===== config.mk =====
export PLATFORM = sky130hd
export DESIGN_NAME = writeback_stage_flat
export DESIGN_NICKNAME = d
export VERILOG_FILES = /design/src/rtl/writeback_stage_if.sv /design/src/rtl/writeback_stage.sv /design/src/flat_wrapper.sv
export SDC_FILE = /design/constraint.sdc
export NUM_CORES = 1
export LEC_CHECK = 0
export ABC_CLOCK_PERIOD_IN_PS = 6500
export CAP_MARGIN = 20
export CORE_MARGIN = 4
export CORE_UTILIZATION = 40
export CTS_BUF_LIST = sky130_fd_sc_hd__clkbuf_8
export DETAILED_ROUTE_END_ITERATION = 7
export PLACE_DENSITY = 0.79
export SYNTH_ARGS = -nofsm -noshare
export SYNTH_HDL_FRONTEND = slang
export SYNTH_SLANG_ARGS = --single-unit

===== constraint.sdc =====
create_clock -name clk -period 6.5 [get_ports clk]
set_clock_uncertainty 0.2 [all_clocks]
set_input_delay 1.625 -clock clk [delete_from_list [all_inputs] [get_ports clk]]
set_output_delay 1.625 -clock clk [all_outputs]
set_load 0.01 [all_outputs]

===== src/rtl/writeback_stage_if.sv =====
// Memory-to-writeback handshake bundle: valid/ready plus the retiring
// instruction's destination, ALU result or load address, and load type.
interface writeback_stage_if;
  logic        in_valid;
  logic        in_ready;
  logic        in_reg_write;
  logic        in_mem_to_reg;
  logic [4:0]  in_rd;
  logic [31:0] in_alu_result;
  logic [2:0]  in_load_type;

  modport master (
    output in_valid,
    input  in_ready,
    output in_reg_write,
    output in_mem_to_reg,
    output in_rd,
    output in_alu_result,
    output in_load_type
  );

  modport slave (
    input  in_valid,
    output in_ready,
    input  in_reg_write,
    input  in_mem_to_reg,
    input  in_rd,
    input  in_alu_result,
    input  in_load_type
  );
endinterface


===== src/rtl/writeback_stage.sv =====
// Final pipeline stage; sole register-file writer. Ports: clk, rst (sync,
// active-high), in_if (slave handshake from memory stage), mem_rvalid /
// mem_rdata (load data), write_enable / write_register / busW (regfile
// write pulse), err_timeout / err_align (sticky), retired (count).
module writeback_stage #(
  parameter int unsigned TIMEOUT = 255
) (
  input  logic        clk,
  input  logic        rst,
  writeback_stage_if.slave in_if,
  input  logic        mem_rvalid,
  input  logic [31:0] mem_rdata,
  output logic        write_enable,
  output logic [4:0]  write_register,
  output logic [31:0] busW,
  output logic        err_timeout,
  output logic        err_align,
  output logic [31:0] retired
);

  localparam logic [0:0] IDLE     = 1'b0;
  localparam logic [0:0] WAIT_MEM = 1'b1;

  localparam logic [2:0] LT_LW  = 3'd0;
  localparam logic [2:0] LT_LH  = 3'd1;
  localparam logic [2:0] LT_LHU = 3'd2;
  localparam logic [2:0] LT_LB  = 3'd3;
  localparam logic [2:0] LT_LBU = 3'd4;

  localparam logic [7:0] CNT_LAST = 8'(TIMEOUT - 1);

  logic [0:0] state;
  logic [7:0] cnt;
  logic [4:0] ld_rd;
  logic [2:0] ld_type;
  logic [1:0] ld_off;
  logic       ld_wr;

  logic [1:0]  in_off;
  logic        in_half;
  logic        in_byte;
  logic        misalign;
  logic        in_wr;
  logic [7:0]  ld_byte;
  logic [15:0] ld_half;
  logic [31:0] ld_data;

  assign in_if.in_ready = (state != WAIT_MEM);

  assign in_off  = in_if.in_alu_result[1:0];
  assign in_half = (in_if.in_load_type == LT_LH) ||
                   (in_if.in_load_type == LT_LHU);
  assign in_byte = (in_if.in_load_type == LT_LB) ||
                   (in_if.in_load_type == LT_LBU);

  // Unknown load types behave as LW, so they need word alignment.
  always_comb begin
    misalign = 1'b0;
    if (in_half)
      misalign = in_off[0];
    else if (!in_byte)
      misalign = (in_off != 2'd0);
  end

  // Writes to r0 are dropped but the instruction still retires.
  assign in_wr = in_if.in_reg_write && (in_if.in_rd != 5'd0);

  // Big-endian: offset 0 is the most significant byte.
  always_comb begin
    ld_byte = mem_rdata[31:24];
    unique case (ld_off)
      2'd0: ld_byte = mem_rdata[31:24];
      2'd1: ld_byte = mem_rdata[23:16];
      2'd2: ld_byte = mem_rdata[15:8];
      2'd3: ld_byte = mem_rdata[7:0];
    endcase
  end

  assign ld_half = ld_off[1] ? mem_rdata[15:0] : mem_rdata[31:16];

  always_comb begin
    ld_data = mem_rdata;
    case (ld_type)
      LT_LH:   ld_data = {{16{ld_half[15]}}, ld_half};
      LT_LHU:  ld_data = {16'd0, ld_half};
      LT_LB:   ld_data = {{24{ld_byte[7]}}, ld_byte};
      LT_LBU:  ld_data = {24'd0, ld_byte};
      default: ld_data = mem_rdata;
    endcase
  end

  always_ff @(posedge clk) begin
    if (rst) begin
      state          <= IDLE;
      cnt            <= 8'd0;
      ld_rd          <= 5'd0;
      ld_type        <= LT_LW;
      ld_off         <= 2'd0;
      ld_wr          <= 1'b0;
      write_enable   <= 1'b0;
      write_register <= 5'd0;
      busW           <= 32'd0;
      err_timeout    <= 1'b0;
      err_align      <= 1'b0;
      retired        <= 32'd0;
    end else begin
      write_enable <= 1'b0;
      case (state)
        IDLE: begin
          if (in_if.in_valid) begin
            if (!in_if.in_mem_to_reg) begin
              if (in_wr) begin
                write_enable   <= 1'b1;
                write_register <= in_if.in_rd;
                busW           <= in_if.in_alu_result;
              end
              retired <= retired + 32'd1;
            end else if (misalign) begin
              err_align <= 1'b1;
              retired   <= retired + 32'd1;
            end else begin
              ld_rd   <= in_if.in_rd;
              ld_type <= in_if.in_load_type;
              ld_off  <= in_off;
              ld_wr   <= in_wr;
              cnt     <= 8'd0;
              state   <= WAIT_MEM;
            end
          end
        end
        WAIT_MEM: begin
          // Data arriving in the final allowed cycle still wins.
          if (mem_rvalid) begin
            if (ld_wr) begin
              write_enable   <= 1'b1;
              write_register <= ld_rd;
              busW           <= ld_data;
            end
            retired <= retired + 32'd1;
            state   <= IDLE;
          end else begin
            cnt <= cnt + 8'd1;
            if (cnt == CNT_LAST) begin
              err_timeout <= 1'b1;
              retired     <= retired + 32'd1;
              state       <= IDLE;
            end
          end
        end
        default: state <= IDLE;
      endcase
    end
  end

endmodule

===== src/flat_wrapper.sv =====
// flat-port wrapper written by rule: the top's interface ports become plain ports
module writeback_stage_flat 
#(
  parameter int unsigned TIMEOUT = 255
)
  (clk, rst, mem_rvalid, mem_rdata, write_enable, write_register, busW, err_timeout, err_align, retired, in_if_in_valid, in_if_in_ready, in_if_in_reg_write, in_if_in_mem_to_reg, in_if_in_rd, in_if_in_alu_result, in_if_in_load_type);
  writeback_stage_if in_if_i ();
  input  logic clk;
  input  logic rst;
  input  logic mem_rvalid;
  input  logic [31:0] mem_rdata;
  output logic write_enable;
  output logic [4:0] write_register;
  output logic [31:0] busW;
  output logic err_timeout;
  output logic err_align;
  output logic [31:0] retired;
  input wire logic [$bits(in_if_i.in_valid)-1:0] in_if_in_valid;
  output wire logic [$bits(in_if_i.in_ready)-1:0] in_if_in_ready;
  input wire logic [$bits(in_if_i.in_reg_write)-1:0] in_if_in_reg_write;
  input wire logic [$bits(in_if_i.in_mem_to_reg)-1:0] in_if_in_mem_to_reg;
  input wire logic [$bits(in_if_i.in_rd)-1:0] in_if_in_rd;
  input wire logic [$bits(in_if_i.in_alu_result)-1:0] in_if_in_alu_result;
  input wire logic [$bits(in_if_i.in_load_type)-1:0] in_if_in_load_type;
  assign in_if_i.in_valid = in_if_in_valid;
  assign in_if_in_ready = in_if_i.in_ready;
  assign in_if_i.in_reg_write = in_if_in_reg_write;
  assign in_if_i.in_mem_to_reg = in_if_in_mem_to_reg;
  assign in_if_i.in_rd = in_if_in_rd;
  assign in_if_i.in_alu_result = in_if_in_alu_result;
  assign in_if_i.in_load_type = in_if_in_load_type;
  writeback_stage #(.TIMEOUT(TIMEOUT)) u_core (.clk(clk), .rst(rst), .in_if(in_if_i), .mem_rvalid(mem_rvalid), .mem_rdata(mem_rdata), .write_enable(write_enable), .write_register(write_register), .busW(busW), .err_timeout(err_timeout), .err_align(err_align), .retired(retired));
endmodule

==> results.cfg <==
[die]
die_w_um = 122
placement_rows = 41
dieHeight_um = 122
boundaryPins = 151
core_area_um2 = 12700
initial_core_util = 0.409
dieArea_um2 = 14900

[timing]
finalWorstPathRequiredPeriod_ns = 4.91
finalSetupTns_ns = 0
setup_viol = 0
setup_ws_ns = 1.59
fmax_mhz = 204
rsz0062_at_grt = no
hold_violations = 0
worstMarginPinSlew_ns = 0.983
max-slew-margin-rel = 0.344
timing.final.crit_share = 0.755
maxSlewViolCount = 0

[synthesis]
ys_seq_area_frac = 0.355
yosysWarnings = 0
syn_avg_cell_area_um2 = 8.59
yosys_register_bits = 92
ys.flop_type = dfxtp_1
yosysMostFrequentCell = dfxtp_1
synth_common_cells = dfxtp_1 (92), nor2_1 (73), a21oi_1 (67), mux2i_1 (26), nand2_1 (24)
ys_top_cells_by_area = dfxtp_1 (35%), a21oi_1 (6.5%), nor2_1 (5.3%)
yosysTopAreaCellShare = 0.355
syn_nets = 685
synth_area_um2 = 5190
synthCells = 604
synth_top_area_cell = dfxtp_1
ys_types = 65
synth-async-reset-ratio = 0
synth_edf_count = 0

[layout]
area_growth_pct = 34.9
drive_above_1_share = 0.0847
antennaDiodeCount = 0
fin_area_um2 = 7000
finalNetCount = 808

[setup_path]
r2r_start = u_core.state
cp_max_fo = 46
cp-start-kind = flop
path_delay_family = buffers and inverters
critical-path-slowest-cell = clkinv_1
critPathMaxStageDelay_ns = 0.99
rr_worst_depth = 4
endpoint_kind = primary output
cp_cell_sequence = clkinv_1 > clkdlybuf4s50_1
cp.buffers_inverters = 2
worstSetupPathDepth = 2
cp_data_arrival_time_ns = 3.08
startpoint = u_core.state
r2r_slack_ns = 2.96
endpoint = in_if_in_ready
worstPathRequired_ns = 4.68
worstSetupPathType = reg -> out
r2r-end = u_core.busW[11]

[clock_tree]
h-tree-depth = 3
clock_latency_ns = 0.37
cts_inserted_buffers = 9
ctsRootBufferMaster = clkbuf_8
max-clock-path-buffers = 2
postCtsHoldBufs = 0
clock-sinks = 92
cts-resized-gates = 0
cts_tree = built
clk_pin_slew_ns = 0.09
postCtsSetupBuffers = 0

[placement]
routabilityCongestion = 0.932
hpwl_um = 12000
placed_area_um2 = 6710
pre_cts_slack_ns = 1.84
portBuffers = 150

[power]
p_leak_uw = 0.00250
power.density_nw_per_um2 = 185
finalPower_uw = 1300
peakVddDrop_v = 0.000109

[drt]
drt.antenna.violating_nets = 0
totalWireLength_um = 16700
wl_per_cell_um = 18.5
drt_iter0_markers = 498
post-route-drc-count = 0
vias = 5402
via_per_inst = 5.98
dr.pass1.iters = 7

[global_route]
grt_pass1_wl_um = 26600
antenna_found_initial = 0
grt-ovfl-total = 0
grt_max_degree = 52
grt.total_usage = 0.224
first_global_vias = 5187

[job]
maxCapViolations = 0

[worst_hold_path]
hold_path.class = reg -> reg

[run_status]
status = complete, no violations
==> kinds of logic after synthesis <==
kind of cell / synth area share
flip-flops: 0.355
adder cells (fa/ha/maj): 0.00723
AND/OR/NAND/NOR: 0.232
buffers and inverters: 0.0543
XOR/XNOR: 0.0121
AO/OA/AOI/OAI: 0.246
multiplexers: 0.0936
==> flip-flops by register name (all words and copies together) (netlist names) <==
name,count
u_core.err_timeout,1
u_core.ld_type,3
u_core.retired,32
u_core.err_align,1
u_core.cnt,8
u_core.ld_off,2
u_core.ld_rd,5
u_core.write_enable,1
u_core.busW,32
u_core.state,1
u_core.write_register,5
u_core.ld_wr,1
==> power by group <==
part | total (uW) | switching [uW] | internal (uW)
clock | 487 | 210 | 278
combinational | 212 | 103 | 109
sequential | 597 | 18.8 | 578
total | 1300 | 332 | 965
==> worst min-delay path by stage <==
stage / cells after the start / end / start / slack (ns)
global route: 1 / u_core.busW[18] / u_core.busW[18] / 0.29
finish: 1 / u_core.busW[28] / u_core.busW[28] / 0.26
CTS: 1 / u_core.busW[28] / u_core.busW[28] / 0.27
floorplan: 2 / u_core.ld_wr / u_core.ld_wr / 0.26
detailed placement: 1 / u_core.busW[28] / u_core.busW[28] / 0.24
global placement: 1 / u_core.busW[23] / u_core.busW[23] / 0.24
==> per-layer routing <==
metal	vias to the layer above	track usage	part of all wire
li1	2527	-	-
met1	2578	0.294	0.43
met2	268	0.366	0.47
met3	29	0.0613	0.082
met4	0	0.0602	0.018
met5	-	0	0
==> cell usage in the layout (no fill, tap or decap), drive strengths merged, types with 4 or more instances in the layout <==
master / instances
or4: 19
a22o: 4
mux2i: 26
mux4: 6
inv: 11
a32o: 4
o21ai: 16
o211ai: 4
nand2: 24
or3: 8
dfxtp: 92
nor3: 21
nand3b: 7
nand4: 11
o31ai: 20
a21oi: 67
nor2b: 9
a211oi: 12
a2111oi: 19
clkdlybuf4s50: 149
nand3: 21
or3b: 5
buf: 8
and3: 6
a21o: 16
clkbuf: 11
nor2: 75
a211o: 4
or2: 5
mux2: 8
==> through the flow <==
step / utilization / std cells / hold slack, ns
floorplan: - / 604 / 0.255
global placement: 0.529 / 886 / 0.236
detailed placement: 0.530 / 887 / 0.243
CTS: 0.550 / 903 / 0.265
global route: 0.552 / 904 / 0.289
finish: 0.552 / 904 / 0.260
==> cell type report <==
class | count | area, um^2
Fill cell | 1161 | 5670
Clock buffer | 11 | 151
Clock inverter | 5 | 106
Inverter | 11 | 41.3
Sequential cell | 92 | 1840
Timing Repair Buffer | 157 | 1570
Tap cell | 172 | 215
Multi-Input combinational cell | 456 | 3070
No activity file was read; power rests on OpenSTA's default activity.
==> patch 1, RTL diff (config.mk and constraints unchanged) <==
Put one more register stage on the output `retired`, without a reset. The value now appears one clock later. The other outputs are not delayed to match.
--- a/src/rtl/writeback_stage.sv
+++ b/src/rtl/writeback_stage.sv
@@ -28,6 +28,8 @@
   localparam logic [2:0] LT_LBU = 3'd4;
 
   localparam logic [7:0] CNT_LAST = 8'(TIMEOUT - 1);
+
+  logic [31:0] retired_s0;
 
   logic [0:0] state;
   logic [7:0] cnt;
@@ -102,7 +104,7 @@
       busW           <= 32'd0;
       err_timeout    <= 1'b0;
       err_align      <= 1'b0;
-      retired        <= 32'd0;
+      retired_s0     <= 32'd0;
     end else begin
       write_enable <= 1'b0;
       case (state)
@@ -114,10 +116,10 @@
                 write_register <= in_if.in_rd;
                 busW           <= in_if.in_alu_result;
               end
-              retired <= retired + 32'd1;
+              retired_s0 <= retired_s0 + 32'd1;
             end else if (misalign) begin
               err_align <= 1'b1;
-              retired   <= retired + 32'd1;
+              retired_s0 <= retired_s0 + 32'd1;
             end else begin
               ld_rd   <= in_if.in_rd;
               ld_type <= in_if.in_load_type;
@@ -136,13 +138,13 @@
               write_register <= ld_rd;
               busW           <= ld_data;
             end
-            retired <= retired + 32'd1;
+            retired_s0 <= retired_s0 + 32'd1;
             state   <= IDLE;
           end else begin
             cnt <= cnt + 8'd1;
             if (cnt == CNT_LAST) begin
               err_timeout <= 1'b1;
-              retired     <= retired + 32'd1;
+              retired_s0  <= retired_s0 + 32'd1;
               state       <= IDLE;
             end
           end
@@ -152,4 +154,8 @@
     end
   end
 
+  always_ff @(posedge clk) begin
+    retired <= retired_s0;
+  end
+
 endmodule
Formal check against the unedited RTL: not equivalent (a bounded check fails within 4 cycles, from zero or initial values and one cycle with rst high).
==> patch 1 against the unedited design <==
  * Sequential cell count up 32
  * Worst setup slack improved by 960 ps
  * Highest routed layer unchanged
  * Via count up 1.0%
  * Worst hold slack worse by 85 ps
  * Routed wire length decreased by 3.5%
  * Total power up 37%
  * Critical path type is now in -> reg
  * Design area up 11%
  * Global-route usage down 2.8 points
  * Largest power group unchanged
  * Synthesized area increased by 10%
  * Critical path depth increased by 4
==> patch 1: results (changes against the unedited design) <==
Run status
The run finished with clean final reports.

Cells and area
The register cell area after layout was 2480 µm² (+35%). The fill cell total of the finished layout is 1,277 (+10%). The largest registers in the layout are u_core.busW x32, u_core.retired x32, u_core.retired_s0 x32. The non-filler instance count after layout is 967 (+7.0%). The number of nets in the layout is 855 (+5.8%). The proportion of layout cells with a drive suffix above 1 is 0.0826 (-0.00211).

Clock tree
The insertion delay to the later sink of the worst-skew pair came to 440 ps (+70 ps). The number of H-tree branching levels was 4 (+1).

Pwr
The highest ir drop seen on vdd is 0.145 mV (+33%). The leakage dissipation is 2.64 nW (+5.5%). The net switching share of the total power is 0.256 (+0.000268).

Drt
The number of vias per cell is 5.64 (-5.6%). The count of routing violations after the opening detailed-route iteration was 387 (-22%). The first-pass detailed-route iteration total is 5 (-2). The wire length after detailed routing is 16,100 µm (-3.5%).

Timing
The transition time at the pin with the least slew margin is 1050 ps (+70.9 ps). The final worst hold slack is 174 ps (-85.5 ps).

Synthesis
The gate count after technology mapping is 645 (+6.8%). The share of synthesized area occupied by flip-flops and latches is 0.435 (+0.0801). The number of nets produced by synthesis is 726 (+6.0%). The number of distinct standard cells referenced by the synthesized netlist was 59 (-9.2%).

Critical path
The termination of the worst setup path is u_core.retired_s0[19]. The top cell family by delay on the critical path is simple AND/OR/NAND/NOR gates. The beginning of the worst register-to-register path is u_core.cnt[1].

The arrival time at the worst endpoint is 4120 ps (+1040 ps). The critical path startpoint is mem_rvalid. The top fanout value on the critical path is 16 (-65%).

The critical path's slowest cell is sky130_fd_sc_hd__or4_1. The delay contributed by the slowest stage of the critical path is 600 ps (-390 ps). The worst-case register-to-register setup slack is 3440 ps (+480 ps).

Global routing
The all-layer global routing usage is 0.196 (-0.0282). The number of global-route vias before repair is 4,949 (-4.6%). The largest net degree at the start of global routing is 49 (-5.8%).

Placement
The final estimated routing congestion in global placement is 0.886 (-4.9%). The half-perimeter wire length after detailed placement was 11,600 µm (-3.4%). The worst slack at placement came to 2140 ps (+298 ps).

Min path
The destination of the worst hold path is u_core.retired[31].
[patch 1: changes by cell type after synthesis, sizes merged, moves of 10 or more]
cell     delta
a2111oi    -18
a21o       -15
a21oi      +10
clkbuf     +10
dfxtp      +32
inv        +10
nand2      +25
nor2       -11
nor3       -16
o21ai      +15
o31ai      +18
[patch 1: worst register-to-register path: stages (launching register included)]
cell and delay, ps:
sky130_fd_sc_hd__dfxtp_1 430, sky130_fd_sc_hd__ha_1 190, sky130_fd_sc_hd__nand3_1 100, sky130_fd_sc_hd__o21ai_1 780, sky130_fd_sc_hd__nand2_1 530, sky130_fd_sc_hd__or4_1 600, sky130_fd_sc_hd__a21oi_1 160
[patch 1: logic make-up after synthesis]
logic type,count (synthesis),share of synthesized area
flip-flops,124,0.435
buffers and inverters,66,0.0471
AND/OR/NAND/NOR,217,0.205
XOR/XNOR,8,0.0123
AO/OA/AOI/OAI,201,0.229
adder cells (fa/ha/maj),3,0.00658
multiplexers,26,0.0653
[patch 1: power groups by stage]
stage               combinational, mW  clock (mW)  sequential (mW)
floorplan                       0.105           0            0.806
global placement                0.208           0            0.807
detailed placement              0.210           0            0.807
CTS                             0.211       0.784            0.790
global route                    0.229       0.828            0.792
finish                          0.212       0.770            0.790
[patch 1: final cells by class]
class / instances / area share
multi-input combinational: 455 / 0.383
clock buffer: 18 / 0.0320
timing repair buffer: 156 / 0.199
inverter: 20 / 0.00969
tap: 180 / 0.0291
sequential: 124 / 0.320
clock inverter: 14 / 0.0271
[patch 1: metal layers]
layer / track usage / part of all wire / up-vias
li1: - / - / 2671
met1: 0.262 / 0.43 / 2549
met2: 0.299 / 0.47 / 216
met3: 0.0656 / 0.086 / 20
met4: 0.0650 / 0.014 / 0
met5: 0 / 0 / -
==> patch 2, RTL diff (same settings) <==
Without the edit above. `TIMEOUT` is set to 255 in 2 places; all go to 191.
--- a/src/rtl/writeback_stage.sv
+++ b/src/rtl/writeback_stage.sv
@@ -3,7 +3,7 @@
 // mem_rdata (load data), write_enable / write_register / busW (regfile
 // write pulse), err_timeout / err_align (sticky), retired (count).
 module writeback_stage #(
-  parameter int unsigned TIMEOUT = 255
+  parameter int unsigned TIMEOUT = 191
 ) (
   input  logic        clk,
   input  logic        rst,
--- a/src/flat_wrapper.sv
+++ b/src/flat_wrapper.sv
@@ -1,7 +1,7 @@
 // flat-port wrapper written by rule: the top's interface ports become plain ports
 module writeback_stage_flat 
 #(
-  parameter int unsigned TIMEOUT = 255
+  parameter int unsigned TIMEOUT = 191
 )
   (clk, rst, mem_rvalid, mem_rdata, write_enable, write_register, busW, err_timeout, err_align, retired, in_if_in_valid, in_if_in_ready, in_if_in_reg_write, in_if_in_mem_to_reg, in_if_in_rd, in_if_in_alu_result, in_if_in_load_type);
   writeback_stage_if in_if_i ();
Function: no difference found for any inputs over 4 cycles, from zero or initial values and one cycle with rst high; that may be too few to reach the edited logic, so the function may still have changed.
==> patch 2 against the unedited design <==
  * Cell count decreased by 4.3%
  * Worst setup slack better by 800 ps
  * Synthesized cell count decreased by 3.0%
  * Sequential cell count is the same
  * Register-to-register slack improved by 640 ps
  * Global-route usage is 0.45 points lower
  * Synthesized area decreased by 5.4%
  * Routed wire length down 4.6%
  * First-iteration DRC count is 24% lower
  * Design area is 4.7% lower
  * Total power is 5.2% lower
  * Largest cell class unchanged
==> patch 2: results (changes against the unedited design) <==
Cells and area
The number of clock buffers in the layout is 9 (-2). The area growth from synthesis to layout is 35.8%. The clock buffer and inverter area fraction after layout came to 0.0323 (-0.00456). The fill cell total of the finished layout was 1,095 (-5.7%). The number of multi-input combinational cells is 424 (-7.0%). The sequential cell count of the final layout is 92 (unchanged). The portion of the layout cell area used by non-clock buffers is 0.230 (+0.00527). The sequential portion of the cell area is 0.276 (+0.0128). The proportion of layout cells with a drive suffix above 1 is 0.0696 (-0.0151).

Pwr
The power share of the clock group is 0.348 (-0.028). The sequential power is 0.593 mW (-0.7%). The highest ir drop seen on vdd is 0.133 mV (+22%). The leakage dissipation is 2.20 nW (-12%).

Global routing
The global routing met2 resource utilization is 0.364 (-0.00156). The first-pass GRT wire length was 25,300 µm (-5.0%). The number of global-route vias before repair is 4,972 (-4.1%). The largest net degree at the start of global routing was 66 (+27%).

Drt
The length of routed met2 wiring was 7500 µm (-4.1%). The detailed route wirelength on metal3 is 1300 µm (-5.0%). The post-detailed-route wirelength per cell was 18.4 µm (-0.34%).

The first-pass detailed-route iteration total is 5 (-2). The count of routing violations after the opening detailed-route iteration is 380 (-24%). The wire length after detailed routing is 15,900 µm (-4.6%).

Critical path
The delay contributed by the slowest stage of the critical path is 900 ps (-90 ps). The top fanout value on the critical path is 61 (+33%). The arrival time at the worst endpoint is 4180 ps (+1100 ps). The top cell family by delay on the critical path is compound AO/OA/AOI/OAI gates.

Synthesis
The share of synthesized area occupied by flip-flops and latches is 0.375 (+0.0201). The summed instance area of the synthesized netlist came to 4910 µm² (-5.4%).

Placement
The half-perimeter wire length after detailed placement is 11,600 µm (-3.9%). The number of placed cells counting well taps is 849 (-4.3%). The cell area reported after detailed placement is 6450 µm² (-3.9%).

Run status
The run finished with clean final reports.

Timing
The transition time at the pin with the least slew margin is 1070 ps (+84.0 ps).
patch 2: worst paths after layout:
check	from	end	slack, ps	cells past startpoint
worst max register to register	u_core.ld_off[1]	u_core.busW[11]	3600	4
worst min-delay path	u_core.busW[24]	u_core.busW[24]	260	2
worst min register to register	u_core.busW[24]	u_core.busW[24]	260	2
worst max-delay path	in_if_in_load_type[2]	u_core.retired[5]	2400	6
patch 2: cell families (layout without fill, tap and decap cells):
family          Yosys count  after routing  share of synthesized area
compound gates          183            183                      0.256
mux                      33             33                     0.0838
xor+xnor                  5              5                    0.00892
simple gates            200            200                      0.209
flops                    92             92                      0.375
fa+ha+maj                 3              3                    0.00764
buf+inv                  70            202                     0.0601
patch 2: per-stage QoR:
stage	worst slack (ps)	hold slack (ps)
2_1_floorplan	3040	237
3_3_place_gp	2140	240
3_5_place_dp	2000	249
4_1_cts	2420	263
5_1_grt	2190	278
6_report	2400	261
